### src/rtl/mem_arbiter.sv
// Two-master round-robin arbiter for the single-port wram, with a bounded lock
// that lets one master burst while the other waits at most BURST_MAX grants.
module mem_arbiter #(
  parameter int AW        = 7,
  parameter int DW        = 16,
  parameter int BURST_MAX = 4
) (
  input  logic          Clock,
  input  logic          Reset,
  input  logic          m0_req,
  input  logic          m0_we,
  input  logic          m0_lock,
  input  logic [AW-1:0] m0_addr,
  input  logic [DW-1:0] m0_wdata,
  output logic          m0_gnt,
  output logic          m0_rvalid,
  output logic [DW-1:0] m0_rdata,
  input  logic          m1_req,
  input  logic          m1_we,
  input  logic          m1_lock,
  input  logic [AW-1:0] m1_addr,
  input  logic [DW-1:0] m1_wdata,
  output logic          m1_gnt,
  output logic          m1_rvalid,
  output logic [DW-1:0] m1_rdata,
  output logic [AW-1:0] mem_addr,
  output logic [DW-1:0] mem_data,
  output logic          mem_wren,
  input  logic [DW-1:0] mem_q
);

  localparam int CW = $clog2(BURST_MAX + 1);

  localparam logic [1:0] IDLE = 2'd0;
  localparam logic [1:0] OWN0 = 2'd1;
  localparam logic [1:0] OWN1 = 2'd2;

  logic [1:0]    owner;
  logic          last;
  logic [CW-1:0] burst_cnt;
  logic          tag_rd;
  logic          tag_id;

  logic          any_gnt;
  logic          pick1;
  logic          below_max;
  logic          sel_we;
  logic          sel_lock;
  logic          same_owner;

  assign below_max = (burst_cnt < CW'(BURST_MAX));

  // Lock only breaks ties; a lone requester always wins regardless of owner.
  always_comb begin
    any_gnt = 1'b0;
    pick1   = 1'b0;
    if (m0_req && m1_req) begin
      any_gnt = 1'b1;
      if (owner == OWN0 && m0_lock && below_max)
        pick1 = 1'b0;
      else if (owner == OWN1 && m1_lock && below_max)
        pick1 = 1'b1;
      else
        pick1 = ~last;
    end else if (m0_req) begin
      any_gnt = 1'b1;
    end else if (m1_req) begin
      any_gnt = 1'b1;
      pick1   = 1'b1;
    end
    if (Reset)
      any_gnt = 1'b0;
  end

  always_comb begin
    sel_we     = pick1 ? m1_we   : m0_we;
    sel_lock   = pick1 ? m1_lock : m0_lock;
    same_owner = pick1 ? (owner == OWN1) : (owner == OWN0);
    m0_gnt     = any_gnt & ~pick1;
    m1_gnt     = any_gnt &  pick1;
    mem_addr   = pick1 ? m1_addr  : m0_addr;
    mem_data   = pick1 ? m1_wdata : m0_wdata;
    mem_wren   = any_gnt & sel_we;
  end

  always_ff @(posedge Clock) begin
    if (Reset) begin
      owner     <= IDLE;
      last      <= 1'b1;
      burst_cnt <= '0;
      tag_rd    <= 1'b0;
      tag_id    <= 1'b0;
    end else begin
      tag_rd <= any_gnt & ~sel_we;
      tag_id <= pick1;
      if (any_gnt) begin
        last  <= pick1;
        owner <= sel_lock ? (pick1 ? OWN1 : OWN0) : IDLE;
        if (same_owner) begin
          if (burst_cnt != CW'(BURST_MAX))
            burst_cnt <= burst_cnt + CW'(1);
        end else begin
          burst_cnt <= CW'(1);
        end
      end else begin
        owner     <= IDLE;
        burst_cnt <= '0;
      end
    end
  end

  // Reset in the cycle after a read grant drops the pending rvalid.
  assign m0_rvalid = tag_rd & ~tag_id & ~Reset;
  assign m1_rvalid = tag_rd &  tag_id & ~Reset;
  assign m0_rdata  = mem_q;
  assign m1_rdata  = mem_q;

endmodule

### config.mk
export PLATFORM = sky130hd
export DESIGN_NAME = mem_arbiter
export DESIGN_NICKNAME = d
export VERILOG_FILES = /design/src/rtl/mem_arbiter.sv
export SDC_FILE = /design/constraint.sdc
export NUM_CORES = 1
export LEC_CHECK = 0
export ABC_AREA = 1
export CORE_ASPECT_RATIO = 1.4
export CORE_MARGIN = 1.5
export CORE_UTILIZATION = 27
export DETAILED_ROUTE_END_ITERATION = 8
export HOLD_SLACK_MARGIN = 0.15
export PLACE_DENSITY = 0.88
export SYNTH_ARGS = -nofsm -noshare
export SYNTH_HDL_FRONTEND = slang
export SYNTH_SLANG_ARGS = --single-unit
### constraint.sdc
create_clock -name Clock -period 3 [get_ports Clock]
set_clock_uncertainty 0.2 [all_clocks]
set_input_delay 0.75 -clock Clock [delete_from_list [all_inputs] [get_ports Clock]]
set_output_delay 0.75 -clock Clock [all_outputs]
set_load 0.1 [all_outputs]
==> impl_metrics.py <==
metrics = {
    "run_status": {
        "status": "finished, final reports clean",
    },
    "timing": {
        "max_freq_ghz": 0.337,
        "worst_pin_slew_ps": 611,
        "hold_slack_ps": 305,
        "setup_viol": 0,
        "rsz0062_at_grt": "true",
        "slew_headroom_pct": 58.8,
        "tns_ps": 0,
        "maxSlewViolCount": 0,
        "hold_viol_final": 0,
        "post-route-period-util_pct": 98.8,
        "setup_slack_ps": 35.0,
        "fin_crit_ps": 2960,
    },
    "cts": {
        "cts.clk_slew.worst_paths_ps": 40,
        "cts_tree": "built",
        "htreeDepth": 1,
        "cts_buffers": 3,
        "clockRootBuffer": "clkbuf_8",
        "cts_num_sinks": 8,
        "holdBufCountCts": 0,
        "clock_latency_ps": 230,
        "cts.path.max_buffers": 2,
    },
    "detailed_routing": {
        "via_per_inst": 4.35,
        "drt_iter0_drc": 11,
        "wirelength_mm": 3.17,
        "drc": 0,
        "routed-wl-met3_um": 210,
        "drt-met1-wl_um": 991,
        "wl_met2_mm": 1.84,
        "wire_per_inst_um": 11.5,
        "vias": 1197,
        "detail-route-antenna-nets": 0,
        "dr.pass1.iters": 4,
        "highest_layer": "met4",
    },
    "critical_path": {
        "max_stage_delay_ps": 180,
        "crit_chain": "clkdlybuf4s15_2 -> inv_1 -> nor2_1 -> nand2_1 -> nand2_1 -> nand3_2 -> nand2_4 -> inv_6 -> buf_12 -> buf_12 -> nand2_2 -> nand2_2 -> buf_12",
        "startpoint_type": "primary input",
        "path_class": "primary input to output port",
        "end_kind": "output port",
        "cp_slowest_cell": "clkdlybuf4s15_2",
        "r2r-end": "burst_cnt[2]",
        "cp-endpoint": "mem_addr[3]",
        "cpLargestDelayFamily": "buffers and inverters",
        "crit_path_frequent_cell": "buf_12",
        "path_buf_inv": 6,
        "crit_start": "m1_lock",
        "critPathArrivalTime_ps": 2010,
        "path_depth": 13,
        "required_ps": 2050,
        "path_max_fanout": 8,
        "reg2reg_from": "burst_cnt[2]",
        "r2r_setup_slack_ps": 1410,
        "worstRegToRegCells": 10,
    },
    "yosys": {
        "synth_nets": 246,
        "synth_xor_area_share_pct": 1.79,
        "synthSimpleGateAreaFrac_pct": 41.6,
        "synthesis.area_um2": 981,
        "synth_seq_cells": 8,
        "muxShareOfSynthArea_pct": 0,
        "synth_cell_types": 17,
        "ys_seq_area_share_pct": 16.3,
        "synthCells": 174,
        "synth_top_family_by_area": "simple AND/OR/NAND/NOR gates",
        "synthTopCellsByCount": "nand2_1, buf_4, inv_1",
        "synth_enable_flop_cells": 0,
        "ys_top_cells_by_area": "nand2_1, buf_4, dfxtp_1",
        "synth_flop_cell": "dfxtp_1",
        "async_reset_ff_share_pct": 0,
        "synth_fa_ha_area_share_pct": 2.55,
        "yosys_warnings": 0,
        "synth_compound_area_share_pct": 2.04,
        "synth_top_cell_area_share_pct": 32.1,
        "avgSynthCellArea_um2": 5.64,
        "synth_top_area_cell": "nand2_1",
        "yosysMostFrequentCell": "nand2_1",
    },
    "floorplan": {
        "fp.coreArea_um2": 3440,
        "die_w_um": 53.9,
        "die_h_um": 74.3,
        "io_pins": 130,
        "start_util_pct": 28.5,
        "rows": 25,
        "die_area_um2": 4010,
    },
    "flow_run": {
        "max_cap_violations": 0,
    },
    "final_layout": {
        "diodes": 0,
        "drive_gt1_share_pct": 40.9,
        "final_nets": 309,
        "area_growth_pct": 126,
        "instances_no_fill": 275,
    },
    "place": {
        "dp_slack_ps": -223,
        "dp.final_hpwl_mm": 2.54,
        "io_buffers": 81,
        "place_inst": 267,
        "gp_congestion": 0.702,
    },
    "power": {
        "clkPwrFrac_pct": 15.3,
        "p_switching_mw": 0.413,
        "p_seq_share_pct": 13.3,
        "irDropWorstVdd_mv": 0.309,
        "power_mw": 0.864,
        "p_int_mw": 0.451,
        "power.density_nw_per_um2": 391,
        "leakage_nw": 1.06,
        "combPwrFrac_pct": 71.4,
        "p_sw_share_pct": 47.8,
    },
    "grt": {
        "first_global_vias": 1214,
        "overflow": 0,
        "grt_pass1_wl_mm": 4.93,
        "grt_max_degree": 12,
        "antenna_found_initial": 0,
        "grt.total_usage_pct": 16.9,
    },
    "worst_hold_path": {
        "hold_path.class": "flip-flop to flip-flop",
        "worstHoldStart": "last",
        "whs_path_depth": 2,
    },
}
## per-layer routing
layer	global-route usage, %	vias up
li1	-	602
met1	15.6	525
met2	31.6	54
met3	3.41	16
met4	11.4	0
met5	0	-
## worst min path at each step
stage	to	slack, ps
5_1_grt	last	340
6_report	last	300
3_5_place_dp	last	260
3_3_place_gp	last	270
4_1_cts	last	270
2_1_floorplan	last	240
## cells in the final DEF (no fill, tap or decap), drive strengths merged, types with 3 or more instances in the layout
cell and instances:
buf 41, clkbuf 4, clkdlybuf4s50 49, dfxtp 8, dlygate4sd2 3, inv 18, nand2 86, nand3 6
nor2 10
## what timing repair did
action	in CTS	in global routing
resized for setup	42	21
pin swaps	9	8
gates cloned	1	1
setup buffers	2	1
endpoints found under the setup margin	26	18
## area by class of cell
type,instances,area (um2)
Sequential cell,8,160
Multi-Input combinational cell,111,602
Tap cell,40,50.0
Fill cell,280,1230
Clock buffer,3,41.3
Inverter,18,72.6
Timing Repair Buffer,95,1290
## worst min-delay path: cells and delay by family, from the launching register on
kind	cells	cell delay (ps)
flops	1	310
simple gates	2	160
## power by group through the flow
stage	Clock [mW]	Sequential (mW)	Combinational, mW
after floorplan	0	0.116	0.518
after global placement	0	0.117	0.563
after detailed placement	0	0.117	0.567
after CTS	0.134	0.115	0.600
after global routing	0.142	0.116	0.642
final	0.132	0.115	0.617
## stage by stage
stage	util, %	instance area, um2
after floorplan	-	990
after global placement	56.0	1930
after detailed placement	56.0	1930
after CTS	61.5	2120
after global routing	64.3	2210
final	64.3	2210
## sequential cells by signal, indices dropped and copies added (netlist names)
name and count:
burst_cnt 3, last 1, tag_rd 1, tag_id 1, owner 2
## kinds of logic (layout without fill, tap and decap cells)
kind of cell | count (synthesis) | count (layout)
adder cells (fa/ha/maj) | 2 | 2
flip-flops | 8 | 8
buffers and inverters | 55 | 116
AND/OR/NAND/NOR | 103 | 103
XOR/XNOR | 2 | 2
AO/OA/AOI/OAI | 4 | 4
No activity file was read; power rests on OpenSTA's default activity.
